`src/rtl/main_mem_pkg.sv`:
```
// Shared types and defaults for the main memory arbiter and the schedulers that reuse its picker.
package main_mem_pkg;
  typedef enum logic [1:0] {
    IDLE  = 2'd0,
    GRANT = 2'd1,
    WAIT  = 2'd2,
    ACK   = 2'd3
  } state_t;

  localparam int NREQ_DEF   = 4;
  localparam int AW_DEF     = 10;
  localparam int DW_DEF     = 16;
  localparam int RD_LAT_DEF = 1;
  localparam int GNT_W      = 3;
endpackage

```
`src/rtl/main_mem_arb_rr_pick.sv`:
```
// Combinational round-robin picker: lowest requesting index at or after ptr (mod N) wins.
// Zero latency; no backpressure of its own.
module rr_pick
  import main_mem_pkg::*;
#(
  parameter int N = NREQ_DEF
) (
  input  logic [N-1:0]     req_m,
  input  logic [GNT_W-1:0] ptr,
  output logic             any,
  output logic [GNT_W-1:0] idx
);

  logic [2*N-1:0] rot;

  always_comb begin
    int cand;
    cand = 0;
    any  = |req_m;
    idx  = '0;
    rot  = {req_m, req_m} >> ptr;
    // Scan from the far end so the closest requester after ptr is written last.
    for (int k = N - 1; k >= 0; k--) begin
      if (rot[k]) begin
        cand = int'(ptr) + k;
        if (cand >= N) cand = cand - N;
        idx = GNT_W'(cand);
      end
    end
  end

endmodule

```
`src/rtl/main_mem_arb.sv`:
```
// Round-robin arbiter sharing one single-port memory; write service 3 cycles, read 3+RD_LAT.
// Requesters hold req until their one-cycle ack; requests are only sampled in IDLE.
module main_mem_arb
  import main_mem_pkg::*;
#(
  parameter int NREQ   = NREQ_DEF,
  parameter int AW     = AW_DEF,
  parameter int DW     = DW_DEF,
  parameter int RD_LAT = RD_LAT_DEF
) (
  input  logic                 clk,
  input  logic                 reset,
  input  logic [NREQ-1:0]      req,
  input  logic [NREQ-1:0]      we,
  input  logic [NREQ*AW-1:0]   addr,
  input  logic [NREQ*DW-1:0]   wdata,
  output logic [NREQ-1:0]      ack,
  output logic [DW-1:0]        rdata,
  output logic                 busy,
  output logic [GNT_W-1:0]     gnt_id,
  output logic                 mem_cs,
  output logic                 mem_we,
  output logic [AW-1:0]        mem_addr,
  output logic [DW-1:0]        mem_wdata,
  input  logic [DW-1:0]        mem_rdata
);

  state_t           state;
  logic [GNT_W-1:0] rr_ptr;
  logic             mask_vld;
  logic [1:0]       wait_cnt;
  logic [NREQ-1:0]  req_m;
  logic             pick_any;
  logic [GNT_W-1:0] pick_idx;
  logic [GNT_W-1:0] next_ptr;

  assign req_m    = req & ~(mask_vld ? (NREQ'(1) << gnt_id) : '0);
  assign next_ptr = (gnt_id == GNT_W'(NREQ - 1)) ? '0 : gnt_id + 1'b1;

  rr_pick #(.N(NREQ)) u_pick (
    .req_m (req_m),
    .ptr   (rr_ptr),
    .any   (pick_any),
    .idx   (pick_idx)
  );

  always_ff @(posedge clk) begin
    if (reset) begin
      state     <= IDLE;
      rr_ptr    <= '0;
      mask_vld  <= 1'b0;
      wait_cnt  <= '0;
      ack       <= '0;
      rdata     <= '0;
      busy      <= 1'b0;
      gnt_id    <= '0;
      mem_cs    <= 1'b0;
      mem_we    <= 1'b0;
      mem_addr  <= '0;
      mem_wdata <= '0;
    end else begin
      ack    <= '0;
      mem_cs <= 1'b0;
      mem_we <= 1'b0;
      case (state)
        IDLE: begin
          mask_vld <= 1'b0;
          if (pick_any) begin
            gnt_id    <= pick_idx;
            mem_cs    <= 1'b1;
            mem_we    <= we[int'(pick_idx)];
            mem_addr  <= addr[int'(pick_idx)*AW +: AW];
            mem_wdata <= wdata[int'(pick_idx)*DW +: DW];
            busy      <= 1'b1;
            state     <= GRANT;
          end
        end
        GRANT: begin
          // mem_we still carries the latched write flag during GRANT.
          if (mem_we) begin
            ack   <= NREQ'(1) << gnt_id;
            state <= ACK;
          end else begin
            // A latency of 4 wraps to 0 and counts 0,3,2,1: still four WAIT cycles.
            wait_cnt <= 2'(RD_LAT);
            state    <= WAIT;
          end
        end
        WAIT: begin
          wait_cnt <= wait_cnt - 2'd1;
          if (wait_cnt == 2'd1) begin
            rdata <= mem_rdata;
            ack   <= NREQ'(1) << gnt_id;
            state <= ACK;
          end
        end
        ACK: begin
          rr_ptr   <= next_ptr;
          mask_vld <= 1'b1;
          busy     <= 1'b0;
          state    <= IDLE;
        end
        default: state <= IDLE;
      endcase
    end
  end

endmodule

```
`config.mk`:
```
export PLATFORM = sky130hd
export DESIGN_NAME = main_mem_arb
export DESIGN_NICKNAME = d
export VERILOG_FILES = /design/src/rtl/main_mem_pkg.sv /design/src/rtl/main_mem_arb_rr_pick.sv /design/src/rtl/main_mem_arb.sv
export SDC_FILE = /design/constraint.sdc
export NUM_CORES = 1
export LEC_CHECK = 0
export BUFFER_PORTS_ARGS = -buffer_cell sky130_fd_sc_hd__buf_2
export CORE_MARGIN = 10
export CORE_UTILIZATION = 42
export CTS_BUF_LIST = sky130_fd_sc_hd__clkbuf_2 sky130_fd_sc_hd__clkbuf_4 sky130_fd_sc_hd__clkbuf_8
export DETAILED_ROUTE_END_ITERATION = 8
export PLACE_DENSITY = 0.74
export SLEW_MARGIN = 20
export SYNTH_ARGS = -nofsm -noshare
export SYNTH_HDL_FRONTEND = slang
export SYNTH_SLANG_ARGS = --single-unit
```
`constraint.sdc`:
```
create_clock -name clk -period 4.4 [get_ports clk]
set_input_delay 0.88 -clock clk [delete_from_list [all_inputs] [get_ports clk]]
set_output_delay 0.88 -clock clk [all_outputs]
set_load 0.02 [all_outputs]
```
# Word-level counts from Yosys, hierarchy flattened
# Index checks and enable logic that the tools add are counted.
# word_totals
ff_bits	60
output_inout_bits	52
wordCells	79
# op_classes
add_sub_neg	9
mul	1
magnitude_cmp	5
n_eq_ne	8
shifts	4
n_mux	25
bitwise	4
n_reduce_logical	11
# ops
op	count
$shiftx 64x8->16	1
$shiftx 40x8->10	1
$mux 3	9
$ge 4x3->1 const B	3
$mux 4	3
$sub 3x3->3 const B	4
$reduce_and 2->1	5
$add 3x2->4 const B	2
$pmux 2 s4	1
$pmux 4 s2	1
$shr 8x3->4	1
$mul 3x3->6 const B	1
$mux 2	3
$ne 2x2->1 const B	3
$add 3x1->4 const B	1
$and 4x4->4	1
$eq 2x1->1 const B	2
$eq 2x2->1 const B	2
$mux 1	4
$not 4->4	1
$pmux 1 s2	2
$pmux 2 s2	1
$reduce_bool 2->1	2
$reduce_or 4->1	1
11 further kinds	12

# Depth between registers and ports, before layout
# depth
word_depth	11
mapped_depth	11

# Hierarchy
# From an unflattened synthesis, not the netlist that was laid out.
# unflattened
hier_cells	292
hier_area_um2	3140.5
# by_module_without_submodules
mod	instances	cells_each	area_each_um2	seq_area_each_um2
main_mem_arb	1	255	2902.8	1201.2
rr_pick	1	37	237.7	0.0

# Worst setup path after synthesis
# No wires, ideal clock.
# synth_path
kind	register -> register
start	register gnt_id[0]
end	register mem_addr[6]
setup_ns	0.136
arrival_ns	2.668
required_time_ns	4.264
slack_ns	1.596
path_stages_with_launch	11
path_buffers	1
period_less_slack_ns	2.804
cell_sequence	dfxtp_1 -> inv_1 -> ha_1 -> nand3b_4 -> nand3b_1 -> mux4_2 -> o2bb2a_4 -> buf_6 -> mux2_2 -> a222oi_1 -> o221ai_1
# synth_between
elab_chain_cells	11
elab_cells_between_ends	13
# synth_lines
item	line_no	text
start: declaration	main_mem_arb.sv:20	output logic [GNT_W-1:0] gnt_id,
start signal: assignment	main_mem_arb.sv:69	gnt_id <= pick_idx;
$shl 1x3->4 *	main_mem_arb.sv:37	assign req_m = req & ~(mask_vld ? (NREQ'(1) << gnt_id) : '0);
$mux 4 *	main_mem_arb.sv:37	
$not 4->4 *	main_mem_arb.sv:37	
$and 4x4->4 *	main_mem_arb.sv:37	
$shr 8x3->4	main_mem_arb_rr_pick.sv:21	rot = {req_m, req_m} >> ptr;
$mux 3 (4 in a row)	main_mem_arb_rr_pick.sv:24	if (rot[k]) begin
$mul 3x3->6	main_mem_arb.sv:72	mem_addr <= addr[int'(pick_idx)*AW +: AW];
$shiftx 40x8->10	main_mem_arb.sv:72	
end signal: assignment	main_mem_arb.sv:72	
end: declaration	main_mem_arb.sv:23	output logic [AW-1:0] mem_addr,
# Every way passes the cells marked *; elsewhere a longest branch is shown, timed or not.
# A chain may end at the register's enable or synchronous reset.

# Final worst setup path
# Same ends and word-level chain as after synthesis.

==> reports/qor.yml <==
die_w_um: 114
ys_ff_latch: 60
yosysMostFrequentCell: "nand2_1"
initial_core_util_pct: 43.0
ant_nets: 0
tightest_slew_ns: 1.07
rsz0062_at_grt: "no"
place_congestion: 0.810
finalNetCount: 702
io_pins: 182
fillers: 836
post-route-worst-setup-slack_ns: 1.25
drv_cap: 0
syn_avg_cell_area_um2: 9.48
place_ws_ns: 0.990
yosysSeqAreaShare_pct: 32.2
drive_gt1_share_pct: 42.6
fin_crit_sh_pct: 71.7
grt_overflow_total: 0
root_buffer: "clkbuf_8"
fin_crit_ns: 3.15
arrival_ns: 3.35
ys_types: 49
io_buffers: 181
coreArea_um2: 8680
grt_util_all_layers_pct: 18.3
syn_nets: 535
synth_area_leaders: "dfxtp_1 (32%), mux2_4 (8.0%), mux2i_1 (7.8%)"
routedWlPerCell_um: 18.3
grt_pass1_wl_um: 19800
final_hold_viol_count: 0
synth-async-reset-ratio_pct: 0
postSynthCellCount: 394
p_leak_nw: 2.28
max-clock-path-buffers: 2
whs_ns: 0.452
synth-edff-count: 0
path_clk_slew_ns: 0.08
antenna_found_initial: 0
vias: 3794
min_path_type: "reg -> reg"
grt_pass1_vias: 4068
syn2layout_area_growth_pct: 29.0
cts_resized: 0
fmax_mhz: 317
fin_tns_setup_ns: 0
postCtsSetupRepairBufs: 0
hpwl_um: 9400
row_count: 34
diodes: 0
wl_um: 12400
drt_pre_antenna_iters: 8
cp-start-kind: "flop"
setup-violations-final: 0
holdBufCountCts: 0
fin_skew_ns: 0.0116
crit_fanout: 26
ir_worst_vdd_mv: 0.267
cts_buffers: 9
dieArea_um2: 13100
viasPerCell: 5.63
status: "finished clean"
yosysWarnings: 0
synth_area_um2: 3730
crit_type: "reg -> reg"
cts_tree: "done"
cp_data_required_time_ns: 4.60
grt_max_degree: 34
synthFlopType: "dfxtp_1"
end_kind: "flop"
powerDensity_nw_per_um2: 531
netlist.area_leader.share_pct: 32.2
relSlewSlack_pct: 28.6
drcViolationCount: 0
die_y_um: 114
drv_slew: 0
worstSkewPairLatency_ns: 0.34
h-tree-depth: 3
drt-initial-drc-count: 290
cts_sinks: 60
yosysTopAreaCell: "dfxtp_1"
synth_commonest_cells: "nand2_1 (67), dfxtp_1 (60), mux2i_1 (29)"
==> area by class of cell <==
| type | instances | area [um2] | area share, % |
|---|---|---|---|
| clock buffers | 9 | 124 | 2.57 |
| clock inverters | 7 | 82.6 | 1.71 |
| inverters | 9 | 33.8 | 0.701 |
| multi-input cells | 295 | 2280 | 47.4 |
| flip-flops and latches | 60 | 1200 | 24.9 |
| well taps | 108 | 135 | 2.81 |
| repair buffers | 186 | 956 | 19.8 |
==> flip-flops by register name (all words and copies together) (netlist names) <==
| register | cells |
|---|---|
| mem_cs | 1 |
| mem_addr | 10 |
| mask_vld | 1 |
| mem_we | 1 |
| gnt_id | 3 |
| ack | 4 |
| wait_cnt | 2 |
| rr_ptr | 3 |
| rdata | 16 |
| mem_wdata | 16 |
| busy | 1 |
| state | 2 |
==> critical path: stages, from the launching register on <==
cell	delay, ns
dfxtp_1	0.41
inv_1	0.10
ha_1	0.24
nand3b_4	0.13
nand3b_1	0.11
mux4_2	0.54
o2bb2a_4	0.56
mux2_2	0.40
a222oi_1	0.34
o221ai_1	0.17
==> layout by cell type (no fill, tap or decap), types with 6 or more instances in the layout <==
master,synthesis,routed
buf_2,12,181
nand2_1,67,67
dfxtp_1,60,60
mux2i_1,29,29
o221ai_1,27,27
a21oi_1,26,26
a222oi_1,26,26
mux2_4,20,20
nor2_1,18,17
ha_1,11,11
and2_1,9,9
clkbuf_8,0,9
inv_1,8,8
mux2_2,7,7
nand2b_1,6,6
==> worst paths after layout <==
check | cells after the start | endpoint | slack (ns) | start
min | 2 | rdata[11]$_SDFFE_PP0P_ | 0.45 | rdata[11]$_SDFFE_PP0P_
min reg2reg | 2 | rdata[11]$_SDFFE_PP0P_ | 0.45 | rdata[11]$_SDFFE_PP0P_
max | 9 | mem_addr[6]$_SDFFE_PP0P_ | 1.25 | gnt_id[0]$_SDFFE_PP0P_
max reg2reg | 9 | mem_addr[6]$_SDFFE_PP0P_ | 1.25 | gnt_id[0]$_SDFFE_PP0P_
==> per-layer routing <==
layer  up-vias  track usage (%)  routed length [um]
met1      1797             20.6                4970
met5         -                0                   0
met4         0             4.43                 165
li1       1835                -                   -
met2       147             31.5                6240
met3        15             7.29                 989
==> where the power goes <==
group	leakage (nW)	total, mW	internal, mW	switching (mW)
Clock	0.0988	0.524	0.271	0.253
Combinational	1.69	1.26	0.521	0.734
Sequential	0.491	0.780	0.688	0.0923
==> cell families (layout without fill, tap and decap cells) <==
family                     Yosys count  after routing  synth area share, %
AOI/OAI and AO/OA                  103            103                 22.8
adders and majority gates           11             11                 3.69
buffers and inverters               39            211                 6.87
DFF                                 60             60                 32.2
muxes                               57             57                 18.5
and+or+nand+nor                    124            124                 15.9
==> per-stage QoR <==
stage / power, mW / util, % / cells / cell area (um2)
2_1_floorplan: 1.72 / - / 394 / 3730
3_5_place_dp: 2.05 / 53.1 / 658 / 4610
4_1_cts: 2.58 / 55.5 / 674 / 4820
3_3_place_gp: 2.02 / 53.1 / 658 / 4610
5_1_grt: 2.74 / 55.5 / 674 / 4820
6_report: 2.56 / 55.5 / 674 / 4820
(Power assumes the default switching activity.)
